<file path="src/rtl/traffic_pkg.sv">
// traffic_pkg: shared definitions for the intersection controller and the
// pedestrian crossing. It holds the 16 phase codes, the signal-head
// encodings and the green ring order, plus small helpers that classify
// phases and test left-turn demand.
package traffic_pkg;

  typedef enum logic [4:0] {
    N_S     = 5'b00000, E_W     = 5'b00001, N_S_Y   = 5'b00010, E_W_Y   = 5'b00011,
    N_NL    = 5'b00100, N_NL_Y  = 5'b00101, S_SL    = 5'b00110, S_SL_Y  = 5'b00111,
    W_WL    = 5'b01000, W_WL_Y  = 5'b01001, E_EL    = 5'b01010, E_EL_Y  = 5'b01011,
    SL_NL   = 5'b01100, SL_NL_Y = 5'b01101, EL_WL   = 5'b01110, EL_WL_Y = 5'b01111
  } phase_e;

  typedef enum logic [1:0] {
    RED = 2'b00,
    GRN = 2'b01,
    YEL = 2'b10
  } light_e;

  // Latched left-turn demand, one bit per approach.
  typedef struct packed {
    logic nl;
    logic sl;
    logic el;
    logic wl;
  } demand_t;

  localparam int unsigned RING_LEN = 8;
  localparam phase_e RING [RING_LEN] = '{N_S, E_W, N_NL, S_SL, W_WL, E_EL, SL_NL, EL_WL};

  function automatic logic is_yellow(phase_e p);
    case (p)
      N_S_Y, E_W_Y, N_NL_Y, S_SL_Y, W_WL_Y, E_EL_Y, SL_NL_Y, EL_WL_Y: return 1'b1;
      default: return 1'b0;
    endcase
  endfunction

  function automatic logic is_green(phase_e p);
    case (p)
      N_S, E_W, N_NL, S_SL, W_WL, E_EL, SL_NL, EL_WL: return 1'b1;
      default: return 1'b0;
    endcase
  endfunction

  // Green phase that a yellow belongs to. Only meaningful for yellow codes.
  function automatic phase_e green_of(phase_e p);
    case (p)
      N_S, N_S_Y: return N_S;
      E_W, E_W_Y: return E_W;
      default:    return phase_e'({p[4:1], 1'b0});
    endcase
  endfunction

  function automatic logic [2:0] ring_index(phase_e g);
    case (g)
      E_W:     return 3'd1;
      N_NL:    return 3'd2;
      S_SL:    return 3'd3;
      W_WL:    return 3'd4;
      E_EL:    return 3'd5;
      SL_NL:   return 3'd6;
      EL_WL:   return 3'd7;
      default: return 3'd0;
    endcase
  endfunction

  // Whether green phase g may be entered given the latched demand.
  function automatic logic qualifies(phase_e g, demand_t d);
    case (g)
      N_S, E_W: return 1'b1;
      N_NL:     return d.nl & ~d.sl;
      S_SL:     return d.sl & ~d.nl;
      W_WL:     return d.wl & ~d.el;
      E_EL:     return d.el & ~d.wl;
      SL_NL:    return d.sl & d.nl;
      EL_WL:    return d.el & d.wl;
      default:  return 1'b0;
    endcase
  endfunction

endpackage

</file>
<file path="src/rtl/phase_timer.sv">
// phase_timer: loadable down-counter timing one phase dwell.
// Ports:
//   clk   in   clock, rising edge
//   rst   in   asynchronous active-high reset (count = RST_DUR-1)
//   load  in   load dur-1 on this edge instead of decrementing
//   dur   in   dwell of the next phase in cycles
//   done  out  count has reached zero (last cycle of the phase)
module phase_timer #(
  parameter int unsigned      CNT_W   = 16,
  parameter logic [CNT_W-1:0] RST_DUR = '1
) (
  input  logic             clk,
  input  logic             rst,
  input  logic             load,
  input  logic [CNT_W-1:0] dur,
  output logic             done
);

  logic [CNT_W-1:0] count;

  always_ff @(posedge clk or posedge rst) begin
    if (rst) begin
      count <= RST_DUR - 1'b1;
    end else if (load) begin
      count <= dur - 1'b1;
    end else begin
      count <= count - 1'b1;
    end
  end

  assign done = (count == '0);

endmodule

</file>
<file path="src/rtl/intersection_controller.sv">
// intersection_controller: phase sequencer for the four-way intersection.
// Times green and yellow dwells, latches left-turn demand and skips
// protected-left phases without demand.
// Ports:
//   CLK                     in   system clock, rising edge
//   rst                     in   asynchronous active-high reset
//   car_nl/sl/el/wl         in   left-turn lane detectors (level)
//   state1[4:0]             out  registered phase code
//   phase_start             out  high in the first cycle of each phase
//   lt_n/s/e/w[1:0]         out  through heads (00 red, 01 green, 10 yellow)
//   ll_n/s/e/w[1:0]         out  left-turn arrows, same encoding
module intersection_controller
  import traffic_pkg::*;
#(
  parameter int unsigned      CNT_W      = 16,
  parameter logic [CNT_W-1:0] GREEN_CYC  = 16'd400,
  parameter logic [CNT_W-1:0] YELLOW_CYC = 16'd100
) (
  input  logic       CLK,
  input  logic       rst,
  input  logic       car_nl,
  input  logic       car_sl,
  input  logic       car_el,
  input  logic       car_wl,
  output logic [4:0] state1,
  output logic       phase_start,
  output logic [1:0] lt_n,
  output logic [1:0] lt_s,
  output logic [1:0] lt_e,
  output logic [1:0] lt_w,
  output logic [1:0] ll_n,
  output logic [1:0] ll_s,
  output logic [1:0] ll_e,
  output logic [1:0] ll_w
);

  phase_e           state;
  phase_e           state_next;
  phase_e           next_green;
  demand_t          dem;
  demand_t          car;
  demand_t          clr;
  logic             done;
  logic [CNT_W-1:0] dur;
  light_e           col;

  assign car = '{nl: car_nl, sl: car_sl, el: car_el, wl: car_wl};

  assign dur = is_green(state_next) ? GREEN_CYC : YELLOW_CYC;

  phase_timer #(
    .CNT_W   (CNT_W),
    .RST_DUR (GREEN_CYC)
  ) u_timer (
    .clk  (CLK),
    .rst  (rst),
    .load (done),
    .dur  (dur),
    .done (done)
  );

  // State, phase_start and demand latches. A detector sample overrides a
  // clear landing on the same edge.
  always_ff @(posedge CLK or posedge rst) begin
    if (rst) begin
      state       <= N_S;
      phase_start <= 1'b1;
      dem         <= '0;
    end else begin
      state       <= state_next;
      phase_start <= done;
      dem         <= demand_t'((dem & ~clr) | car);
    end
  end

  // Walk the ring after the current green; n_s/e_w always qualify, so the
  // search always lands somewhere (wrapping to n_s after e_w at worst).
  always_comb begin
    logic [2:0] cur;
    logic [2:0] idx;
    logic       found;
    next_green = N_S;
    found      = 1'b0;
    cur        = ring_index(green_of(state));
    for (int unsigned k = 1; k < RING_LEN; k++) begin
      idx = cur + k[2:0];
      if (!found && qualifies(RING[idx], dem)) begin
        next_green = RING[idx];
        found      = 1'b1;
      end
    end
  end

  always_comb begin
    state_next = state;
    if (done) begin
      case (state)
        N_S:   state_next = N_S_Y;
        E_W:   state_next = E_W_Y;
        N_NL:  state_next = N_NL_Y;
        S_SL:  state_next = S_SL_Y;
        W_WL:  state_next = W_WL_Y;
        E_EL:  state_next = E_EL_Y;
        SL_NL: state_next = SL_NL_Y;
        EL_WL: state_next = EL_WL_Y;
        N_S_Y, E_W_Y, N_NL_Y, S_SL_Y, W_WL_Y, E_EL_Y, SL_NL_Y, EL_WL_Y:
               state_next = next_green;
        default: state_next = N_S_Y;
      endcase
    end
  end

  // Demand clears on the last green cycle of a phase showing that arrow.
  always_comb begin
    clr = '0;
    if (done) begin
      case (state)
        N_NL:  clr.nl = 1'b1;
        S_SL:  clr.sl = 1'b1;
        W_WL:  clr.wl = 1'b1;
        E_EL:  clr.el = 1'b1;
        SL_NL: begin clr.sl = 1'b1; clr.nl = 1'b1; end
        EL_WL: begin clr.el = 1'b1; clr.wl = 1'b1; end
        default: ;
      endcase
    end
  end

  always_comb begin
    col  = is_yellow(state) ? YEL : GRN;
    lt_n = RED;
    lt_s = RED;
    lt_e = RED;
    lt_w = RED;
    ll_n = RED;
    ll_s = RED;
    ll_e = RED;
    ll_w = RED;
    case (state)
      N_S,   N_S_Y:   begin lt_n = col; lt_s = col; end
      E_W,   E_W_Y:   begin lt_e = col; lt_w = col; end
      N_NL,  N_NL_Y:  begin lt_n = col; ll_n = col; end
      S_SL,  S_SL_Y:  begin lt_s = col; ll_s = col; end
      W_WL,  W_WL_Y:  begin lt_w = col; ll_w = col; end
      E_EL,  E_EL_Y:  begin lt_e = col; ll_e = col; end
      SL_NL, SL_NL_Y: begin ll_s = col; ll_n = col; end
      EL_WL, EL_WL_Y: begin ll_e = col; ll_w = col; end
      default: ;
    endcase
  end

  assign state1 = state;

endmodule

</file>
<file path="config.mk">
export PLATFORM = sky130hd
export DESIGN_NAME = intersection_controller
export DESIGN_NICKNAME = d
export VERILOG_FILES = /design/src/rtl/traffic_pkg.sv /design/src/rtl/phase_timer.sv /design/src/rtl/intersection_controller.sv
export SDC_FILE = /design/constraint.sdc
export NUM_CORES = 1
export LEC_CHECK = 0
export BUFFER_PORTS_ARGS = -buffer_cell sky130_fd_sc_hd__buf_2
export CORE_ASPECT_RATIO = 1.25
export CORE_UTILIZATION = 50
export CTS_CLUSTER_DIAMETER = 60
export CTS_CLUSTER_SIZE = 14
export DETAILED_ROUTE_END_ITERATION = 7
export PLACE_DENSITY = 0.73
export SYNTH_ARGS = -nofsm -noshare
export SYNTH_HDL_FRONTEND = slang
export SYNTH_HIERARCHICAL = 1
export SYNTH_SLANG_ARGS = --single-unit
</file>
<file path="constraint.sdc">
create_clock -name CLK -period 8.6 [get_ports CLK]
set_input_delay 0.43 -clock CLK [delete_from_list [all_inputs] [get_ports CLK]]
set_output_delay 0.43 -clock CLK [all_outputs]
set_load 0.01 [all_outputs]
</file>
* After elaboration in Yosys (flattened, before gate mapping)
Memory sizes are Yosys's and may differ from the RTL's.
Index checks and enable logic that the tools add are counted.
W data, S select, Z words.
** Storage, ports and cells
- Bits in registers :: 26
- Bits in read-only memories :: 312
- Output and inout bits :: 22
- Word-level logic and storage cells :: 222
- Memories kept :: 9
** Cells by class
- Add/sub/neg operators :: 9
- Order comparisons :: 7
- Eq/ne operators :: 71
- Muxes and demuxes :: 56
- Bitwise logic cells :: 20
- Reductions and logical operators :: 43
** Memory list
- (no name shown) :: depth 8, width 5, read ports 1, clocked after Yosys merged registers in 0, wr ports 0, line intersection_controller.sv:88 : next_green = RING[idx];
- (no name shown) :: depth 8, width 5, read ports 1, clocked after Yosys merged registers in 0, wr ports 0, line intersection_controller.sv:88
- (no name shown) :: depth 8, width 5, read ports 1, clocked after Yosys merged registers in 0, wr ports 0, line intersection_controller.sv:88
- (no name shown) :: depth 8, width 5, read ports 1, clocked after Yosys merged registers in 0, wr ports 0, line intersection_controller.sv:88
- (no name shown) :: depth 8, width 5, read ports 1, clocked after Yosys merged registers in 0, wr ports 0, line intersection_controller.sv:88
- (no name shown) :: depth 8, width 5, read ports 1, clocked after Yosys merged registers in 0, wr ports 0, line intersection_controller.sv:88
- +3 memories
** Operators with widths (count)
- $eq A5 B4 Y1 const B :: 40
- $mux W5 :: 22
- $eq A5 B3 Y1 const B :: 20
- $pmux W1 S7 :: 7
- $eq A5 B1 Y1 const B :: 9
- $logic_not A5 Y1 :: 8
- $pmux W5 S8 :: 1
- $reduce_or A4 Y1 :: 8
- $ge A4 B4 Y1 const B :: 7
- $not A3 Y4 :: 7
- $reduce_or A2 Y1 :: 13
- $pmux W3 S7 :: 1
- $mux W2 :: 9
- $logic_not A16 Y1 :: 1
- $mux W16 :: 1
- $sub A16 B1 Y16 const B :: 1
- $add A3 B3 Y3 const B :: 4
- $mux W1 :: 12
- $eq A5 B2 Y1 const B :: 2
- $pmux W5 S2 :: 1
- $sub A9 B1 Y10 const B :: 1
- $mux W9 :: 1
- $reduce_or A8 Y1 :: 1
- $add A3 B2 Y3 const B :: 2
- other kinds (9) :: 27

* Logic depth before layout (Yosys ltp)
An unclocked memory read counts as a cell.
- Depth in word-level cells :: 39
- Gate-level depth with buffers :: 23

* Hierarchy
Netlist, hierarchy kept.
** By module, submodules not included
- intersection_controller :: times used 1, cells each 282, area each 2239.6 sq um
- phase_timer :: times used 1, cells each 103, area each 1069.8 sq um

* Worst setup path before layout
OpenSTA, ideal clock, no wires.
- Path type :: register to register
- Start :: register state[3] (netlist: state1[3])
- End :: register u_timer.count[15]
- Library setup time :: 0.128 ns
- Data arrival time :: 5.224 ns
- Data required time :: 8.472 ns
- Setup slack :: 3.248 ns
- Cell stages (with the launch flop) :: 23
- Cell sequence :: dfrtp_1 buf_6 or3b_4 a21o_4 clkinv_4 ha_1 buf_4 inv_4 a221o_1 or4b_4 o221ai_4 or2_1 o32ai_1 a2111oi_2 o221ai_1 mux2i_1 or2_1 nor3_1 mux2i_1 or3_1 buf_2 nand4b_4 xor2_1
** Between the ends
- Longest elaborated chain between the ends :: 39
** Ends and longest elaborated chain
- start: declaration :: line intersection_controller.sv:37 : phase_e state;
- start signal: assignment :: line intersection_controller.sv:70 : state <= state_next;
- $eq A5 B2 Y1, or another cell as far along :: line traffic_pkg.sv:47, intersection_controller.sv:97
- $reduce_or A2 Y1
- $pmux W5 S2 :: line traffic_pkg.sv:47 : case (p)
- $eq A5 B4 Y1, or another cell as far along :: line traffic_pkg.sv:55 : case (g)
- $pmux W3 S7 :: line traffic_pkg.sv:55
- $add A3 B1 Y3 :: line intersection_controller.sv:86 : idx = cur + k[2:0];
- $not A3 Y4 (not written as such) :: line intersection_controller.sv:87, intersection_controller.sv:88
- $mem_v2 Z8 W5
- (+24 left out)
- $pmux W5 S8 :: line intersection_controller.sv:97 : case (state)
- $mux W5 * :: line intersection_controller.sv:96 : if (done) begin
- $mem_v2 Z16 W1
- $mux W1 * :: line traffic_pkg.sv:39 : case (p)
- $mux W9 * :: line intersection_controller.sv:49 : assign dur = is_green(state_next) ? GREEN_CYC : YELLOW_CYC;
- named net dur[2] :: line intersection_controller.sv:44 : logic [CNT_W-1:0] dur;
- $sub A9 B1 Y10 * :: line phase_timer.sv:25 : count <= dur - 1'b1;
- $mux W16 * :: line phase_timer.sv:24 : end else if (load) begin
- end signal: assignment :: line phase_timer.sv:23 : count <= RST_DUR - 1'b1;
- end signal: assignment :: line phase_timer.sv:25
- end signal: assignment :: line phase_timer.sv:27 : count <= count - 1'b1;
- end: declaration :: line phase_timer.sv:19 : logic [CNT_W-1:0] count;
Mark *: on every way through the listed nets, which the timed path passes. The rest lies on a longest branch. The select of a mux whose other input is x is not followed.

* Worst setup path after layout
- Start :: register state[4] (netlist: state1[4])
- End :: register u_timer.count[15]
The elaborated chain is that of the path after synthesis.

==> flow_metrics.py <==
metrics = {
    "status": {
        "status": "completed",
    },
    "floorplan": {
        "start_util_pct": 52.6,
        "die_w_um": 74.8,
        "ios": 28,
        "dieArea_sq_um": 6950,
        "core_sq_um": 6290,
        "dieHeight_um": 93.0,
        "rows": 32,
    },
    "critical_path": {
        "r2r_cells": 19,
        "r2r_slack_ns": 1.75,
        "end_kind": "register",
        "worstSetupStartpointType": "register",
        "required_ns": 8.76,
        "cp_max_fo": 23,
        "rr_startpoint": "state1[4]$_DFF_PP0_",
        "critPathArrivalTime_ns": 7.01,
        "worstSetupPathType": "register to register",
        "worstReg2RegEnd": "u_timer/count[15]$_DFF_PP0_",
    },
    "drt": {
        "avgViaCountPerCell": 6.01,
        "drc": 0,
        "dr.pass1.iters": 5,
        "num_vias": 2980,
        "postRouteWirelength_um": 8830,
        "routedWlPerCell_um": 17.8,
        "postRouteAntennaNets": 0,
        "drt_iter0_drc": 237,
    },
    "grt": {
        "gr-total-overflow": 0,
        "grt_max_degree": 32,
        "grt_usage_pct": 26.3,
        "grt_pass1_vias": 2831,
        "antenna_found_initial": 0,
        "grt_pass1_wl_um": 14100,
    },
    "logic_synthesis": {
        "synthesis.area_sq_um": 3310,
        "ys_warn_count": 6,
        "synthFlopType": "dfrtp_1",
        "avgSynthCellArea_sq_um": 8.60,
        "yosys-top-cells-area": "dfrtp_1 14%, mux2i_1 7.3%, dfstp_2 5.6%, ha_1 4.5%, nor3_1 4.1%",
        "synthCells": 385,
        "ys_ff_latch": 26,
        "ys_seq_area_share_pct": 19.9,
        "synth-edff-count": 0,
        "synth_async_sr_flop_share_pct": 100,
        "yosysTopAreaCell": "dfrtp_1",
        "synthTopCellsByCount": "32 x nor2_1, 30 x nand2_1, 27 x nor3_1",
        "synth_most_common_cell": "nor2_1",
        "yosysUniqueCellTypes": 87,
        "synth_top_area_share_pct": 14.4,
    },
    "placed_design": {
        "place_ws_ns": 1.82,
        "hpwl_um": 6810,
        "numPortBuffers": 27,
        "gp_routability_congestion": 0.913,
    },
    "sta": {
        "fin_crit_sh_pct": 79.7,
        "tightest_slew_ns": 0.902,
        "skew_ns": 0.00979,
        "finalSetupViolCount": 0,
        "layout_setup_ws_ns": 1.75,
        "slew_headroom_pct": 39.4,
        "hold_viol_final": 0,
        "layout_min_cycle_time_ns": 6.85,
        "hold_slack_ns": 0.121,
        "slew_violations": 0,
        "rsz0062_at_grt": "no",
        "fmax_mhz": 146,
        "tns_ns": 0,
    },
    "pwr": {
        "p_total_w": 0.000206,
        "ir_drop_v": 0.0000916,
        "p_leak_nw": 1.41,
        "powerDensity_nw_per_um2": 59.2,
    },
    "min_path": {
        "hp-class": "input port to async pin",
    },
    "clock_network": {
        "clkSinkCount": 26,
        "cts_buffers": 3,
        "htreeDepth": 1,
        "post_cts_resized": 0,
        "cts_tree": "built",
        "cts_hold_buffers": 0,
        "clk_latency_ns": 0.27,
        "clkTransAtPathRegs_ns": 0.09,
        "clk_path_buf_depth": 2,
        "cts-root-buf": "clkbuf_8",
        "postCtsSetupBuffers": 0,
    },
    "cells_and_area": {
        "drive_gt1_share_pct": 19.0,
        "n_antenna_cell": 0,
        "syn_to_final_growth_pct": 5.18,
        "fin_nets": 430,
    },
    "flow_run": {
        "maxCapViolCount": 0,
    },
}
## cell usage in the layout (no fill, tap or decap), types with 8 or more instances in the layout
cell type and n:
nor4_1 8, o21ai_0 22, xor2_1 8, nor3_1 27, nand3_1 8, ha_1 12, buf_2 27, inv_1 19
conb_1 19, nand2_1 30, dfrtp_1 19, xnor2_1 15, mux2i_1 24, nor2_1 32
## report_power, final
group	internal, W	switching (W)	leakage, nW
registers	0.000122	0.000000000000000000138	0.307
clock network	0.0000410	0.0000372	0.0288
logic	0.00000148	0.00000424	1.07
total	0.000165	0.0000414	1.41
## kinds of logic (layout without fill, tap and decap cells)
family          Yosys count  count (layout)  share of synthesized area (%)
compound gates          100             100                           24.7
xor+xnor                 26              26                           7.56
fa+ha+maj                12              12                           4.54
buf+inv                  46              54                           9.19
flops                    26              26                           19.9
mux                      32              32                           10.7
other cells               1              19                          0.113
simple gates            142             142                           23.4
## final cells by class
cell class	count	area, sq um
Inverter	22	97.6
Sequential cell	26	659
Fill cell	607	2810
Timing Repair Buffer	28	143
Tap cell	85	106
Multi-Input combinational cell	331	2420
Clock buffer	4	55.1
## sequential cells by signal (all words and copies together) (netlist names)
name	flops
phase_start	1
dem	4
u_timer/count	16
state1	5
## routing by layer
| metal | global-route usage (%) | routed length [um] | up-vias |
|---|---|---|---|
| met5 | 0 | 0 | - |
| met4 | 10.5 | 323 | 0 |
| met3 | 2.39 | 357 | 25 |
| met1 | 35.6 | 3840 | 1402 |
| li1 | - | - | 1463 |
| met2 | 42.2 | 4310 | 90 |
## worst max-delay path, stage by stage, from the launching register on
cell and delay [ns]:
dfrtp_1 0.83, inv_1 0.21, nand2_1 0.44, inv_1 0.26, ha_1 0.49, nor2b_1 0.25
o21ai_0 0.19, and2_1 0.31, a211o_1 0.33, o21ai_1 0.68, nor3_1 0.22, o41ai_1 0.50
o221ai_1 0.18, mux2i_1 0.17, or2_1 0.34, nor3_1 0.39, mux2i_1 0.13, or3_1 0.42
nand4b_4 0.21, xor2_1 0.19
## stage by stage
| stage | instance area [sq um] | instances | util, % |
|---|---|---|---|
| 2_1_floorplan | 3380 | 403 | - |
| 3_3_place_gp | 3430 | 492 | 54.5 |
| 3_5_place_dp | 3430 | 492 | 54.5 |
| 4_1_cts | 3480 | 496 | 55.4 |
| 5_1_grt | 3480 | 496 | 55.4 |
| 6_report | 3480 | 496 | 55.4 |
## how the worst max path moves through the flow
stage,slack (ns),to,startpoint,cells past startpoint
after global routing,1.35,u_timer/count[15]$_DFF_PP0_,state1[2]$_DFF_PP0_,18
after CTS,1.83,u_timer/count[15]$_DFF_PP0_,state1[4]$_DFF_PP0_,19
final,1.75,u_timer/count[15]$_DFF_PP0_,state1[4]$_DFF_PP0_,19
after detailed placement,1.82,u_timer/count[15]$_DFF_PP0_,state1[4]$_DFF_PP0_,19
after floorplan,3.25,u_timer/count[15]$_DFF_PP0_,state1[3]$_DFF_PP0_,22
after global placement,2.09,u_timer/count[15]$_DFF_PP0_,state1[4]$_DFF_PP0_,19
No activity file was read; power rests on OpenSTA's default activity.
